[src/rtl/q_step_ctrl_if.sv]
// Q-table read port and Q-update handshake between the step controller and its datapath.
interface q_step_ctrl_if;
  logic        rd_en;
  logic [7:0]  rd_addr;
  logic [31:0] rd_data;
  logic        upd_req;
  logic [5:0]  upd_state;
  logic [1:0]  upd_action;
  logic [3:0]  upd_reward;
  logic [31:0] upd_max_q;
  logic        upd_ack;

  modport master (
    output rd_en, rd_addr, upd_req, upd_state, upd_action, upd_reward, upd_max_q,
    input  rd_data, upd_ack
  );

  modport slave (
    input  rd_en, rd_addr, upd_req, upd_state, upd_action, upd_reward, upd_max_q,
    output rd_data, upd_ack
  );
endinterface

[src/rtl/q_step_ctrl.sv]
// Q-learning episode sequencer: greedy action scan, grid move, next-row max scan, update handshake.
module q_step_ctrl #(
  parameter int unsigned N_ROWS      = 6,
  parameter int unsigned N_COLS      = 6,
  parameter int unsigned START_STATE = 0,
  parameter int unsigned GOAL_STATE  = 35,
  parameter int unsigned MAX_STEPS   = 64,
  parameter int unsigned GOAL_REWARD = 10
) (
  input  logic                clk,
  input  logic                rst,
  input  logic                start,
  q_step_ctrl_if.master       q,
  output logic                busy,
  output logic                done,
  output logic                goal_hit,
  output logic [7:0]          step_cnt,
  output logic [5:0]          cur_state
);

  typedef enum logic [2:0] {IDLE, SCAN_A, MOVE, SCAN_M, UPDATE, NEXT, DONE} state_t;

  localparam logic [5:0] START6 = 6'(START_STATE);
  localparam logic [5:0] GOAL6  = 6'(GOAL_STATE);

  state_t      state;
  logic [2:0]  cnt;
  logic [31:0] best_q, new_best;
  logic [1:0]  best_idx, new_idx, action;
  logic [5:0]  next_state, move_state, scan_row;
  logic [3:0]  reward;
  logic        take, last_step;
  int unsigned cs, row, col;

  // cnt==1 carries data for index 0, which always seeds the running max; strict > keeps ties low.
  always_comb begin
    take     = (cnt == 3'd1) || (q.rd_data > best_q);
    new_best = take ? q.rd_data : best_q;
    new_idx  = take ? 2'(cnt - 3'd1) : best_idx;
    scan_row = (state == SCAN_A) ? cur_state : next_state;
  end

  always_comb begin
    cs         = 32'(cur_state);
    row        = cs / N_COLS;
    col        = cs % N_COLS;
    move_state = cur_state;
    case (action)
      2'd0:    if (row > 0)          move_state = 6'(cs - N_COLS);
      2'd1:    if (col < N_COLS - 1) move_state = 6'(cs + 1);
      2'd2:    if (row < N_ROWS - 1) move_state = 6'(cs + N_COLS);
      default: if (col > 0)          move_state = 6'(cs - 1);
    endcase
  end

  assign last_step = (9'(step_cnt) + 9'd1) == 9'(MAX_STEPS);

  always_ff @(posedge clk or negedge rst) begin
    if (!rst) begin
      state        <= IDLE;
      cnt          <= '0;
      best_q       <= '0;
      best_idx     <= '0;
      action       <= '0;
      next_state   <= START6;
      reward       <= '0;
      busy         <= 1'b0;
      done         <= 1'b0;
      goal_hit     <= 1'b0;
      step_cnt     <= '0;
      cur_state    <= START6;
      q.rd_en      <= 1'b0;
      q.rd_addr    <= '0;
      q.upd_req    <= 1'b0;
      q.upd_state  <= '0;
      q.upd_action <= '0;
      q.upd_reward <= '0;
      q.upd_max_q  <= '0;
    end else begin
      done <= 1'b0;
      case (state)
        IDLE: begin
          if (start) begin
            busy      <= 1'b1;
            cur_state <= START6;
            step_cnt  <= '0;
            if (START_STATE == GOAL_STATE) begin
              goal_hit <= 1'b1;
              done     <= 1'b1;
              state    <= DONE;
            end else begin
              goal_hit  <= 1'b0;
              q.rd_en   <= 1'b1;
              q.rd_addr <= {START6, 2'b00};
              cnt       <= '0;
              state     <= SCAN_A;
            end
          end
        end
        SCAN_A, SCAN_M: begin
          // Reads issue on cnt 0..3; the registered read data lags by one, so cnt 4 only drains.
          cnt <= cnt + 3'd1;
          if (cnt < 3'd3) q.rd_addr <= {scan_row, cnt[1:0] + 2'd1};
          else            q.rd_en   <= 1'b0;
          if (cnt != 3'd0) begin
            best_q   <= new_best;
            best_idx <= new_idx;
          end
          if (cnt == 3'd4) begin
            if (state == SCAN_A) begin
              action <= new_idx;
              state  <= MOVE;
            end else begin
              q.upd_req    <= 1'b1;
              q.upd_state  <= cur_state;
              q.upd_action <= action;
              q.upd_reward <= reward;
              q.upd_max_q  <= new_best;
              state        <= UPDATE;
            end
          end
        end
        MOVE: begin
          next_state <= move_state;
          reward     <= (move_state == GOAL6) ? 4'(GOAL_REWARD) : 4'd0;
          q.rd_en    <= 1'b1;
          q.rd_addr  <= {move_state, 2'b00};
          cnt        <= '0;
          state      <= SCAN_M;
        end
        UPDATE: begin
          if (q.upd_ack) begin
            q.upd_req <= 1'b0;
            state     <= NEXT;
          end
        end
        NEXT: begin
          cur_state <= next_state;
          step_cnt  <= step_cnt + 8'd1;
          if (next_state == GOAL6) begin
            goal_hit <= 1'b1;
            done     <= 1'b1;
            state    <= DONE;
          end else if (last_step) begin
            done  <= 1'b1;
            state <= DONE;
          end else begin
            q.rd_en   <= 1'b1;
            q.rd_addr <= {next_state, 2'b00};
            cnt       <= '0;
            state     <= SCAN_A;
          end
        end
        DONE: begin
          busy  <= 1'b0;
          state <= IDLE;
        end
        default: state <= IDLE;
      endcase
    end
  end

endmodule

[src/flat_wrapper.sv]
// flat-port wrapper written by rule: the top's interface ports become plain ports
module q_step_ctrl_flat 
#(
  parameter int unsigned N_ROWS      = 6,
  parameter int unsigned N_COLS      = 6,
  parameter int unsigned START_STATE = 0,
  parameter int unsigned GOAL_STATE  = 35,
  parameter int unsigned MAX_STEPS   = 64,
  parameter int unsigned GOAL_REWARD = 10
)
  (clk, rst, start, busy, done, goal_hit, step_cnt, cur_state, q_rd_en, q_rd_addr, q_upd_req, q_upd_state, q_upd_action, q_upd_reward, q_upd_max_q, q_rd_data, q_upd_ack);
  q_step_ctrl_if q_i ();
  input  logic clk;
  input  logic rst;
  input  logic start;
  output logic busy;
  output logic done;
  output logic goal_hit;
  output logic [7:0] step_cnt;
  output logic [5:0] cur_state;
  output wire logic [$bits(q_i.rd_en)-1:0] q_rd_en;
  output wire logic [$bits(q_i.rd_addr)-1:0] q_rd_addr;
  output wire logic [$bits(q_i.upd_req)-1:0] q_upd_req;
  output wire logic [$bits(q_i.upd_state)-1:0] q_upd_state;
  output wire logic [$bits(q_i.upd_action)-1:0] q_upd_action;
  output wire logic [$bits(q_i.upd_reward)-1:0] q_upd_reward;
  output wire logic [$bits(q_i.upd_max_q)-1:0] q_upd_max_q;
  input wire logic [$bits(q_i.rd_data)-1:0] q_rd_data;
  input wire logic [$bits(q_i.upd_ack)-1:0] q_upd_ack;
  assign q_rd_en = q_i.rd_en;
  assign q_rd_addr = q_i.rd_addr;
  assign q_upd_req = q_i.upd_req;
  assign q_upd_state = q_i.upd_state;
  assign q_upd_action = q_i.upd_action;
  assign q_upd_reward = q_i.upd_reward;
  assign q_upd_max_q = q_i.upd_max_q;
  assign q_i.rd_data = q_rd_data;
  assign q_i.upd_ack = q_upd_ack;
  q_step_ctrl #(.N_ROWS(N_ROWS), .N_COLS(N_COLS), .START_STATE(START_STATE), .GOAL_STATE(GOAL_STATE), .MAX_STEPS(MAX_STEPS), .GOAL_REWARD(GOAL_REWARD)) u_core (.clk(clk), .rst(rst), .start(start), .q(q_i), .busy(busy), .done(done), .goal_hit(goal_hit), .step_cnt(step_cnt), .cur_state(cur_state));
endmodule
[config.mk]
export PLATFORM = sky130hd
export DESIGN_NAME = q_step_ctrl_flat
export DESIGN_NICKNAME = d
export VERILOG_FILES = /design/src/rtl/q_step_ctrl_if.sv /design/src/rtl/q_step_ctrl.sv /design/src/flat_wrapper.sv
export SDC_FILE = /design/constraint.sdc
export NUM_CORES = 1
export LEC_CHECK = 0
export ABC_AREA = 1
export BUFFER_PORTS_ARGS = -buffer_cell sky130_fd_sc_hd__buf_2
export CAP_MARGIN = 20
export CORE_MARGIN = 4
export CORE_UTILIZATION = 58
export CTS_CLUSTER_DIAMETER = 60
export CTS_CLUSTER_SIZE = 28
export DETAILED_ROUTE_END_ITERATION = 7
export PLACE_DENSITY = 0.81
export SKIP_LAST_GASP = 1
export SYNTH_ARGS = -nofsm -noshare
export SYNTH_HDL_FRONTEND = slang
export SYNTH_SLANG_ARGS = --single-unit
[constraint.sdc]
create_clock -name clk -period 4.85 [get_ports clk]
set_input_delay 0.97 -clock clk [delete_from_list [all_inputs] [get_ports clk]]
set_output_delay 0.97 -clock clk [all_outputs]
set_load 0.02 [all_outputs]
==> flow_summary.yaml <==
floorplan:
  die_area_mm2: 0.0143
  start_util_pct: 59.7
  num_rows: 40
  die_h_um: 120
  ios: 107
  core_area_mm2: 0.0121
  die_w_um: 120
grt:
  grt_usage_pct: 26.5
  grt_pass1_wl_mm: 30.8
  grt_max_degree: 69
  antenna_found_initial: 0
  gr-total-overflow: 0
  grt_pass1_vias: 6597
drt:
  route.detailed.wl_per_inst_um: 15.1
  drcViolationCount: 0
  totalWireLength_mm: 18.7
  via_per_inst: 5.46
  postRouteAntennaNets: 0
  wl_met1_mm: 7.83
  met3WireLength_mm: 1.34
  num_vias: 6778
  top_layer_used: "met4"
  drtPass1Iterations: 6
  wl_met2_mm: 9.03
  first_iter_violations: 563
synth:
  synth_area_leaders: "dfrtp_1 (40%), nand2_1 (12%), o21ai_0 (8.2%)"
  yosysWarnings: 0
  ys_seq_area_share_pct: 40.5
  syn_avg_cell_area_um2: 7.54
  ys_seq_elements: 117
  synthSimpleGateAreaFrac_pct: 25.2
  synth-edff-count: 0
  yosys.area.top_type: "dfrtp_1"
  synthAdderAreaFrac_pct: 7.96
  synthMostInstantiatedCell: "nand2_1"
  synth_compound_area_share_pct: 16.2
  async_flop_share_pct: 100
  synth_xor_area_share_pct: 1.57
  synth_cells: 959
  synth_cell_types: 47
  syn-cell-area_mm2: 0.00723
  muxShareOfSynthArea_pct: 0.156
  synth_top_area_share_pct: 40.5
  synth_ff_type: "dfrtp_1"
  synth_common_cells: "nand2_1 (234), o21ai_0 (119), dfrtp_1 (117)"
  synth_top_family_by_area: "simple AND/OR/NAND/NOR gates"
setup_path:
  reg2reg_depth: 29
  slowest_delay_ns: 0.41
  end_kind: "flip-flop"
  path_max_fanout: 6
  setup.worst_path.start_class: "flip-flop"
  crit_slowest_cell: "nor2_1"
  r2r-start: "u_core.cur_state[1]$_DFFE_PN0P_"
  crit_path_end: "u_core.reward[1]$_DFFE_PN0N_"
  cp.required_ns: 5.15
  crit_top_cell: "nand2_1"
  r2r_end: "u_core.reward[1]$_DFFE_PN0N_"
  crit_type: "reg2reg"
  rrSetupSlack_ns: 0.52
  crit_path_start: "u_core.cur_state[1]$_DFFE_PN0P_"
  crit_arrival_ns: 4.64
clock_network:
  cts_tree: "done"
  cts.clk_slew.worst_paths_ns: 0.05
  clk_latency_ns: 0.42
  cts_made_buffers: 17
  htreeDepth: 4
  clk_path_buf_depth: 2
  cts_hold_buf: 0
  clkSinkCount: 117
  clockRootBuffer: "clkbuf_16"
sta:
  min_period_ns: 4.33
  slew_violations: 0
  hold_viol: 0
  worst_pin_slew_ns: 0.874
  holdWs_ns: 0.454
  fin_skew_ns: 0.0113
  max_freq_ghz: 0.231
  setup_viol: 0
  post-route-period-util_pct: 89.3
  max_slew_margin_pct: 41.5
pwr:
  p_leak_nw: 4.52
  vdd_ir_drop_max_v: 0.000409
  power.density_mw_per_mm2: 855
layout:
  final_core_util_pct: 70.5
  synthToLayoutAreaGrowth_pct: 18.1
  fin_cells: 1241
  num-nets-final: 1142
  drive_above_1_share_pct: 18.0
  nFillCells: 1005
  antenna_cells: 0
flow_run:
  cap_violations: 0
placed_design:
  port_buffers: 104
  gp_congestion: 0.945
  placed_cells: 1208
  post-dp-hpwl_mm: 13.1
hold_path:
  hold_class: "in2async"
run_status:
  status: "complete, no violations"
## metrics by stage
stage                     power, W  TNS [ns]  area, µm²  setup slack [ns]
after floorplan            0.00486         0       7240             0.338
after global placement     0.00581         0       7910             0.681
after detailed placement   0.00592         0       7910             0.569
after CTS                  0.00724         0       8510             0.520
after global routing       0.00797   -0.0337       8540           -0.0337
final                      0.00730         0       8540             0.518
## power by group
group | internal, W | leakage [nW] | switching, W
clock | 0.000823 | 0.289 | 0.000453
sequential | 0.00141 | 1.42 | 0.000278
combinational | 0.00140 | 2.81 | 0.00294
## layout make-up
cell class | count | area [µm²] | area share [%]
inverter | 116 | 447 | 5.23
multi-input combinational | 690 | 3710 | 43.5
timing repair buffer | 118 | 641 | 7.50
sequential | 117 | 2930 | 34.3
tap | 168 | 210 | 2.46
clock inverter | 7 | 93.8 | 1.10
clock buffer | 25 | 505 | 5.92
## what timing repair did
item | 4_1_cts | 5_1_grt
gates resized for setup | 0 | 4
setup buffers | 0 | 0
setup endpoints to repair | 0 | 9
## logic make-up (layout without fill, tap and decap cells)
logic type      after synthesis  count (layout)
flops                       117             117
simple gates                412             412
other cells                   1               2
xor+xnor                     13              13
mux                           1               1
compound gates              216             216
fa+ha+maj                    46              46
buf+inv                     153             266
## how the worst min path moves through the flow
stage	to	slack [ns]	cells past startpoint
global route	u_core.best_q[10]$_DFFE_PN0P_	0.47	1
global placement	u_core.q.upd_max_q[23]$_DFFE_PN0P_	0.46	2
CTS	u_core.q.upd_max_q[16]$_DFFE_PN0P_	0.46	1
floorplan	u_core.best_idx[0]$_DFFE_PN0P_	0.45	2
detailed placement	u_core.q.upd_max_q[1]$_DFFE_PN0P_	0.47	2
finish	u_core.best_q[6]$_DFFE_PN0P_	0.45	1
## state kept, by name (all words and copies together), names as in the netlist
register	flops
u_core.action	2
u_core.best_idx	2
u_core.best_q	32
u_core.busy	1
u_core.cnt	3
u_core.cur_state	6
u_core.done	1
u_core.goal_hit	1
u_core.next_state	6
u_core.q.rd_addr	8
u_core.q.rd_en	1
u_core.q.upd_action	2
u_core.q.upd_max_q	32
u_core.q.upd_req	1
u_core.q.upd_reward	1
u_core.q.upd_state	6
u_core.reward	1
u_core.state	3
u_core.step_cnt	8
## metal layers
metal,global-route usage [%],vias to the layer above
met4,9.88,0
met1,33.3,3135
met5,0,-
met3,7.26,49
li1,-,3340
met2,43.8,254
## cells in the final DEF, fill, tap and decap left out, types with 3 or more instances in the layout
cell,instances
nand3_2,5
nor2_2,4
ha_1,46
a21oi_1,60
inv_1,104
nand2_2,7
o211ai_1,6
a211oi_1,3
xor2_1,11
clkinvlp_4,3
clkbuf_1,3
o21ai_0,119
nand2_1,232
nand2_4,3
buf_2,103
nor4_1,3
clkbuf_8,5
buf_4,14
dfrtp_1,116
o22ai_1,13
inv_2,7
o21ai_1,4
nor2_1,84
clkbuf_16,17
nor3_1,8
nand4_1,9
nand3_1,44
nand3_4,3
or2_2,3
## worst max-delay path, delay by kind of cell, from the launching register on
kind / cells / cell delay (ns)
DFF: 1 / 0.39
adders and majority gates: 2 / 0.49
buffers and inverters: 5 / 0.46
AOI/OAI and AO/OA: 2 / 0.33
and+or+nand+nor: 20 / 2.53
Note: power is estimated with default switching activity, not from simulation.
